### config.mk
export PLATFORM = sky130hd
export DESIGN_NAME = fetch_unit
export DESIGN_NICKNAME = d
export VERILOG_FILES = /design/src/rtl/fetch_unit_pkg.sv /design/src/rtl/fetch_unit.sv
export SDC_FILE = /design/constraint.sdc
export NUM_CORES = 1
export LEC_CHECK = 0
export CORE_MARGIN = 1
export CORE_UTILIZATION = 45
export CTS_BUF_LIST = sky130_fd_sc_hd__clkbuf_4 sky130_fd_sc_hd__clkbuf_8 sky130_fd_sc_hd__clkbuf_16
export DETAILED_ROUTE_END_ITERATION = 8
export GPL_TIMING_DRIVEN = 0
export PLACE_DENSITY_LB_ADDON = 0.05
export SLEW_MARGIN = 20
export SYNTH_ARGS = -nofsm -noshare
export SYNTH_HDL_FRONTEND = slang
export SYNTH_SLANG_ARGS = --single-unit
### constraint.sdc
create_clock -name clock -period 2.4 [get_ports clock]
set_input_delay 0.72 -clock clock [delete_from_list [all_inputs] [get_ports clock]]
set_output_delay 0.72 -clock clock [all_outputs]
set_load 0.02 [all_outputs]
### src/rtl/fetch_unit_pkg.sv
// Shared state encodings for the fetch unit and the helper that decodes
// which states consume a byte from the program counter.
package fetch_unit_pkg;

  typedef enum logic [4:0] {
    S_RESET           = 5'd0,
    S_FETCH_1         = 5'd1,
    S_FETCH_2         = 5'd2,
    S_FETCH_IMMEDIATE = 5'd3,
    S_FETCH_ADDRESS_1 = 5'd4,
    S_FETCH_ADDRESS_2 = 5'd5,
    S_FETCH_ADDRESS_3 = 5'd6,
    S_FETCH_ADDRESS_4 = 5'd7,
    S_LOAD_JUMP_1     = 5'd8,
    S_LOAD_JUMP_2     = 5'd9,
    S_EXECUTE_JUMP    = 5'd10,
    S_FETCH_MEMORY    = 5'd11,
    S_STORE_MEMORY    = 5'd12,
    S_TEMP_FETCH      = 5'd13,
    S_TEMP_STORE      = 5'd14,
    S_ALU             = 5'd15,
    S_STORE_RESULT    = 5'd16,
    S_COPY_REGISTER   = 5'd17,
    S_HALT            = 5'd18
  } state_e;

  // The nine byte-fetch states each read mem[pc] and advance pc by one.
  function automatic logic is_consume(input state_e s);
    return s inside {S_FETCH_1, S_FETCH_2, S_FETCH_IMMEDIATE,
                     S_FETCH_ADDRESS_1, S_FETCH_ADDRESS_2,
                     S_FETCH_ADDRESS_3, S_FETCH_ADDRESS_4,
                     S_LOAD_JUMP_1, S_LOAD_JUMP_2};
  endfunction

endpackage

### src/rtl/fetch_unit.sv
// Program counter, instruction/operand registers and memory-address sequencer
// driven by the control FSM's state code; big-endian byte assembly.
module fetch_unit
  import fetch_unit_pkg::*;
#(
  parameter int ADDR_W       = 16,
  parameter int RESET_VECTOR = 0
) (
  input  logic              clock,
  input  logic              reset,
  input  logic [4:0]        state,
  input  logic [7:0]        mem_rdata,
  input  logic [7:0]        reg_wdata,
  output logic [ADDR_W-1:0] mem_addr,
  output logic              mem_we,
  output logic [7:0]        mem_wdata,
  output logic [15:0]       instruction,
  output logic [7:0]        immediate,
  output logic [ADDR_W-1:0] operand_addr,
  output logic [ADDR_W-1:0] pc
);

  localparam logic [ADDR_W-1:0] RESET_PC = ADDR_W'(RESET_VECTOR);

  state_e            st;
  logic [ADDR_W-1:0] pc_q;
  logic [15:0]       instr_q;
  logic [7:0]        imm_q;
  logic [7:0]        temp_q;
  logic [15:0]       addr_a_q;
  logic [15:0]       addr_b_q;
  logic [15:0]       jump_q;

  // Undefined codes fall through to the hold/default branches below.
  assign st = state_e'(state);

  // NOTE: state registers use non-blocking assignments so every register
  // samples the pre-edge values of its neighbours, independent of order.
  always_ff @(posedge clock or negedge reset) begin
    if (!reset) begin
      pc_q     <= RESET_PC;
      instr_q  <= '0;
      imm_q    <= '0;
      temp_q   <= '0;
      addr_a_q <= '0;
      addr_b_q <= '0;
      jump_q   <= '0;
    end else if (st == S_RESET) begin
      pc_q     <= RESET_PC;
      instr_q  <= '0;
      imm_q    <= '0;
      temp_q   <= '0;
      addr_a_q <= '0;
      addr_b_q <= '0;
      jump_q   <= '0;
    end else begin
      if (is_consume(st)) pc_q <= pc_q + ADDR_W'(1);
      case (st)
        S_FETCH_1:         instr_q[15:8]  <= mem_rdata;
        S_FETCH_2:         instr_q[7:0]   <= mem_rdata;
        S_FETCH_IMMEDIATE: imm_q          <= mem_rdata;
        S_FETCH_ADDRESS_1: addr_a_q[15:8] <= mem_rdata;
        S_FETCH_ADDRESS_2: addr_a_q[7:0]  <= mem_rdata;
        S_FETCH_ADDRESS_3: addr_b_q[15:8] <= mem_rdata;
        S_FETCH_ADDRESS_4: addr_b_q[7:0]  <= mem_rdata;
        S_LOAD_JUMP_1:     jump_q[15:8]   <= mem_rdata;
        S_LOAD_JUMP_2:     jump_q[7:0]    <= mem_rdata;
        S_EXECUTE_JUMP:    pc_q           <= jump_q[ADDR_W-1:0];
        S_TEMP_FETCH:      temp_q         <= mem_rdata;
        default: ;
      endcase
    end
  end

  // NOTE: every output of this block gets a default first, so no path can
  // leave a value unassigned and infer a latch.
  always_comb begin
    mem_addr  = pc_q;
    mem_we    = 1'b0;
    mem_wdata = '0;
    case (st)
      S_FETCH_MEMORY,
      S_TEMP_FETCH: mem_addr = addr_a_q[ADDR_W-1:0];
      S_STORE_MEMORY: begin
        mem_addr  = addr_a_q[ADDR_W-1:0];
        mem_we    = 1'b1;
        mem_wdata = reg_wdata;
      end
      S_TEMP_STORE: begin
        mem_addr  = addr_b_q[ADDR_W-1:0];
        mem_we    = 1'b1;
        mem_wdata = temp_q;
      end
      default: ;
    endcase
  end

  assign pc           = pc_q;
  assign instruction  = instr_q;
  assign immediate    = imm_q;
  assign operand_addr = addr_a_q[ADDR_W-1:0];

endmodule

# --- Word level (Yosys, flattened, before mapping) ---
# Cells that the tools add are included.
totals:
  register_bits: 96
  inputBits: 23
  out_inout_bits: 81
  word_cells: 63
op_classes:
  eq_ne: 14
  n_addsub: 1
  n_reduce_logical: 15
  n_mux: 22
op_table:
  columns: ["cell", "n"]
  rows:
  - ["$mux 16", 7]
  - ["$mux 8", 12]
  - ["$eq 5x4->1 const B", 7]
  - ["$pmux 16 s2", 1]
  - ["$eq 5x3->1 const B", 4]
  - ["$reduce_bool 2->1", 10]
  - ["$add 16x1->16 const B", 1]
  - ["$pmux 8 s2", 1]
  - ["$eq 5x2->1 const B", 2]
  - ["$reduce_bool 9->1", 1]
  - ["$eq 5x1->1 const B", 1]
  - ["$logic_not 5->1", 1]
  - ["$reduce_bool 3->1", 1]
  - ["$reduce_or 3->1", 1]
  - ["$reduce_or 2->1", 1]
  - ["$mux 1", 1]

# --- Depth between registers and ports, before layout ---
logic_depth:
  word_depth: 5
  depth_mapped: 7
  ltp_nobuf: 5

# --- Least setup slack after synthesis ---
# No wires, ideal clock.
synth_timing:
  path_kind: "input -> output"
  startpoint: "in state[4]"
  endpoint: "out mem_addr[0]"
  cell_stages: 7
  arrival_ns: 1.889
  setup_slack_ns: -0.209
  path_buffers: 3
  required_time_ns: 1.680
  path_cell_list: "buf_4 nand4bb_1 clkbuf_1 nor2_2 buf_2 nand2_1 nand2_1"
synth_via:
  elab_chain_len: 3
  elab_cells_between_ends: 6
  classes_between: "eq/ne: 4; mux: 1; reduce/logical: 1"
synth_lines:
  columns: ["element", "line", "text"]
  rows:
  - ["from (decl)", "fetch_unit.sv:11", "input logic [4:0] state,"]
  - ["$eq 5x4->1", "fetch_unit.sv:81", "case (st)"]
  - ["$reduce_or 3->1 (no source line)", null, null]
  - ["$pmux 16 s2 (*)", "fetch_unit.sv:81", null]
  - ["to (decl)", "fetch_unit.sv:14", "output logic [ADDR_W-1:0] mem_addr,"]
# Every way passes the cells marked *; elsewhere a longest branch is shown, timed or not.

# --- Final worst setup path ---
layout_timing:
  startpoint: "in state[2]"
  endpoint: "out mem_addr[8]"
# Same word-level chain as after synthesis.

==> results.ini <==
[synthesis]
synth.yosys.seq_area_share=0.4841
yosys-mux-area-fraction=0.09884
post-synth-top-area-fraction=0.4841
synth_fa_ha_area_frac=0.002521
synthTopCellsByArea=dfrtp_1 48%, mux2i_1 9.9%, nand2_1 6.5%
yosys.area.top_type=dfrtp_1
main_combinational_cell_family_by_area_after_synthesis=simple AND/OR/NAND/NOR gates
synth_seq_cells=96
synth_cell_types=56
synth_simple_gate_area_frac=0.2035
yosysWarningCount=0
synth_ff_type=dfrtp_1
synthesis.nets=545
post_synth_inst_count=521
ys_async_sr_fraction=1.000
mean_post_synth_cell_area_um2=9.524
synth_edf_count=0
synthXorXnorAreaFrac=0.001765
synth_compound_gate_area_share=0.1626
mappedNetlistArea_mm2=0.004962

[clock_tree]
clock-root-buffer=clkbuf_8
cts_hold_buf=0
ctsLongestPathBuffers=2
worst_setup_hold_path_clk_slew_ns=0.10
clock_insertion_delay_worst_skew_ns=0.37
tritoncts.num_buffers=9
numClockSinks=96
htree_num_levels=3
cts_tree=done

[setup_path]
critPathMostFrequentCell=buf_12
critPathRequiredTime_ns=1.68
cp_cell_sequence=buf_12 > buf_8 > nand3b_1 > a21bo_4 > buf_12 > a22oi_2 > nand2_2 > buf_2
end_kind=output port
crit_buf_inv=4
worst_path_largest_cell_delay_ns=0.28
crit_path_max_fanout=10
criticalPathCategory=primary input to output port
worstPathArrival_ns=1.98
cp_top_family=buffers and inverters
crit_path_start_kind=primary input
cpMaxStageDelayCell=a21bo_4

[timing]
rsz0062_at_grt=true
slew-limit-headroom=0.4918
finalWorstSetupSlack_ns=-0.3017
finalClockSkew_ns=0.008139
final_period_minus_worst_setup_slack_ns=2.702
setup_violations=16
hold_viol_final=0
slew_violations=0
timing_worst_slew_pin_value_ns=0.7623
min_period_over_period=1.126
maximum_clock_frequency_mhz=370.1

[grt]
pin_count_of_the_biggest_net_entering_global_routing=59
track_usage=0.2792
antenna_violations_before_repair=0
overflow=0
vias_in_the_first_global_route=4333
grt_first_pass_wirelength_um=24160

[route]
detail_route.wl_per_cell_um=19.40
detail_route.wirelength_um=15120
via_total_after_detailed_routing=4496
drt_iter0_drc=284
drt_drc_violations_left=0
avgViaCountPerCell=5.772
number_of_nets_with_antenna_violations_after_detailed_routing=0
dr.pass1.iters=5

[cells_and_area]
n_fill_cell=921
fraction_of_layout_instances_using_a_drive_strength_above_1=0.1835
postLayoutCellArea_mm2=0.006551
final_core_occ=0.6234
area.growth.synth_to_final_pct=32.02
num_antenna_cells=0
design.final.nets=662

[power_and_ir_drop]
cellLeakagePower_nw=2.990
power-per-cell-area_mw_per_mm2=783.9
max-vdd-ir-drop_mv=0.3428
power_total_mw=5.136

[hold_path]
min_path_type=primary input to async pin

[floorplanning]
floorplan.initialDensity=0.4722
design.portCount=104
floorplan.rows=37
core_area_mm2=0.01051
die_area_mm2=0.01145
die_width_um=107.0
die_height_um=107.0

[placed_design]
detailed_place.area_mm2=0.006178
gp_congestion=0.8993
detailed_place_hpwl_um=10370
total_of_buffers_placed_on_input_and_output_ports=94
post-place-ws_ns=-1.367

[status]
outcome=complete, but fails checks
failed_checks=negative setup slack

[flow_run]
cap_viol_max_count=0

[final timing paths]
| path | cells past startpoint | startpoint | end | slack, ns |
|---|---|---|---|---|
| worst max-delay path | 8 | state[2] | mem_addr[8] | -0.30 |
| min in group clock | 2 | jump_q[11] | jump_q[11] | 0.50 |
| max in group asynchronous | 2 | reset | jump_q[13] | 1.55 |
| worst min-delay path | 1 | reset | addr_b_q[13] | 0.24 |
| worst min register to register | 2 | jump_q[11] | jump_q[11] | 0.50 |
| worst max register to register | 6 | pc[0] | pc[14] | 0.31 |
[report_power, final]
group	internal [mW]	total, mW	switching [mW]
Sequential	1.91	2.28	0.364
Clock	0.694	1.30	0.604
Combinational	0.744	1.56	0.817
[cell usage in the layout (no fill, tap or decap), types with 3 or more instances in the layout]
master           instances
a22oi_2                 15
buf_4                   13
clkbuf_8                10
mux2i_1                 49
bufinv_16                3
nand4_1                  7
nand2_1                 76
nand2_2                 10
a22o_1                   8
nand3_1                 27
clkbuf_1                19
clkbuf_2                 4
a22oi_1                  7
and4_1                   3
o2bb2ai_1                5
and3_1                   7
clkdlybuf4s50_1         64
nor2_1                  53
a21o_1                   4
o21ai_1                  6
and2_1                   5
inv_1                    5
o22ai_1                  3
o21ai_0                 21
or4_1                    3
dfrtp_1                 94
buf_12                   4
a21oi_1                 29
buf_6                   19
buf_2                   16
nand2b_1                 3
[kinds of logic (layout without fill, tap and decap cells)]
family | after synthesis | count (layout)
adders and majority gates | 1 | 1
AOI/OAI and AO/OA | 114 | 114
xor gates and xnor gates | 1 | 1
muxes | 49 | 49
DFF | 96 | 96
buffers and inverters | 46 | 168
and+or+nand+nor | 214 | 214
[registers in the layout (all words and copies together), names as in the netlist]
signal	cells
addr_b_q	16
instruction	16
jump_q	16
operand_addr	16
pc	16
immediate	8
temp_q	8
[stage by stage]
step	instances	hold WS [ns]	TNS [ns]
final	779	0.2444	-4.280
after global routing	779	0.2639	-5.034
after CTS	779	0.2465	-4.472
after detailed placement	752	0.4777	-44.99
after global placement	751	0.4657	-326.81
after floorplan	521	0.4244	-0.2292
[metal layers]
metal / global-route usage / part of all wire
met5: 0 / 0
met4: 0.09002 / 0.014
met3: 0.03769 / 0.061
met2: 0.4364 / 0.47
met1: 0.4009 / 0.45
[worst register-to-register path: cells and delay by family, from the launching register on]
kind / cells / cell delay [ns]
AND/OR/NAND/NOR: 4 / 0.91
flip-flops: 1 / 0.54
buffers and inverters: 1 / 0.31
adder cells (fa/ha/maj): 1 / 0.26
[synth_stat cells, types with 2 or more instances]
library cell / instances
a21oi_1: 29
o21ai_0: 21
a21o_1: 4
nand4_1: 7
nand2b_1: 3
a32oi_1: 2
and2_1: 5
clkbuf_1: 20
nand2_1: 86
a22o_1: 8
buf_4: 6
and4_1: 3
nor2b_1: 3
o41ai_1: 2
o21ai_1: 6
nor2_1: 53
nor3b_1: 2
a22oi_1: 13
and3_1: 7
o2bb2ai_1: 5
o22ai_1: 3
a31oi_1: 2
mux2i_1: 49
a211oi_1: 2
buf_6: 3
a22oi_2: 9
dfrtp_1: 96
nand3_1: 27
or4_1: 3
buf_2: 11
nand4bb_1: 2
inv_1: 5
[what timing repair did]
| item | in CTS | in global routing |
|---|---|---|
| resized for setup | 140 | 13 |
| setup endpoints to repair | 26 | 23 |
| gates cloned | 1 | 0 |
| buffers inserted | 10 | 2 |
| pin swaps | 18 | 15 |
[final cells by class]
class / instances / area, um2 / share of cell area
buffer: 40 / 251.5 / 0.03839
clock buffer: 9 / 123.9 / 0.01891
clock inverter: 7 / 120.1 / 0.01833
inverter: 5 / 18.77 / 0.002865
multi-input combinational: 379 / 2404 / 0.3669
sequential: 96 / 2405 / 0.3671
tap: 136 / 170.2 / 0.02597
timing repair buffer: 107 / 1059 / 0.1616
(Power assumes the default switching activity.)
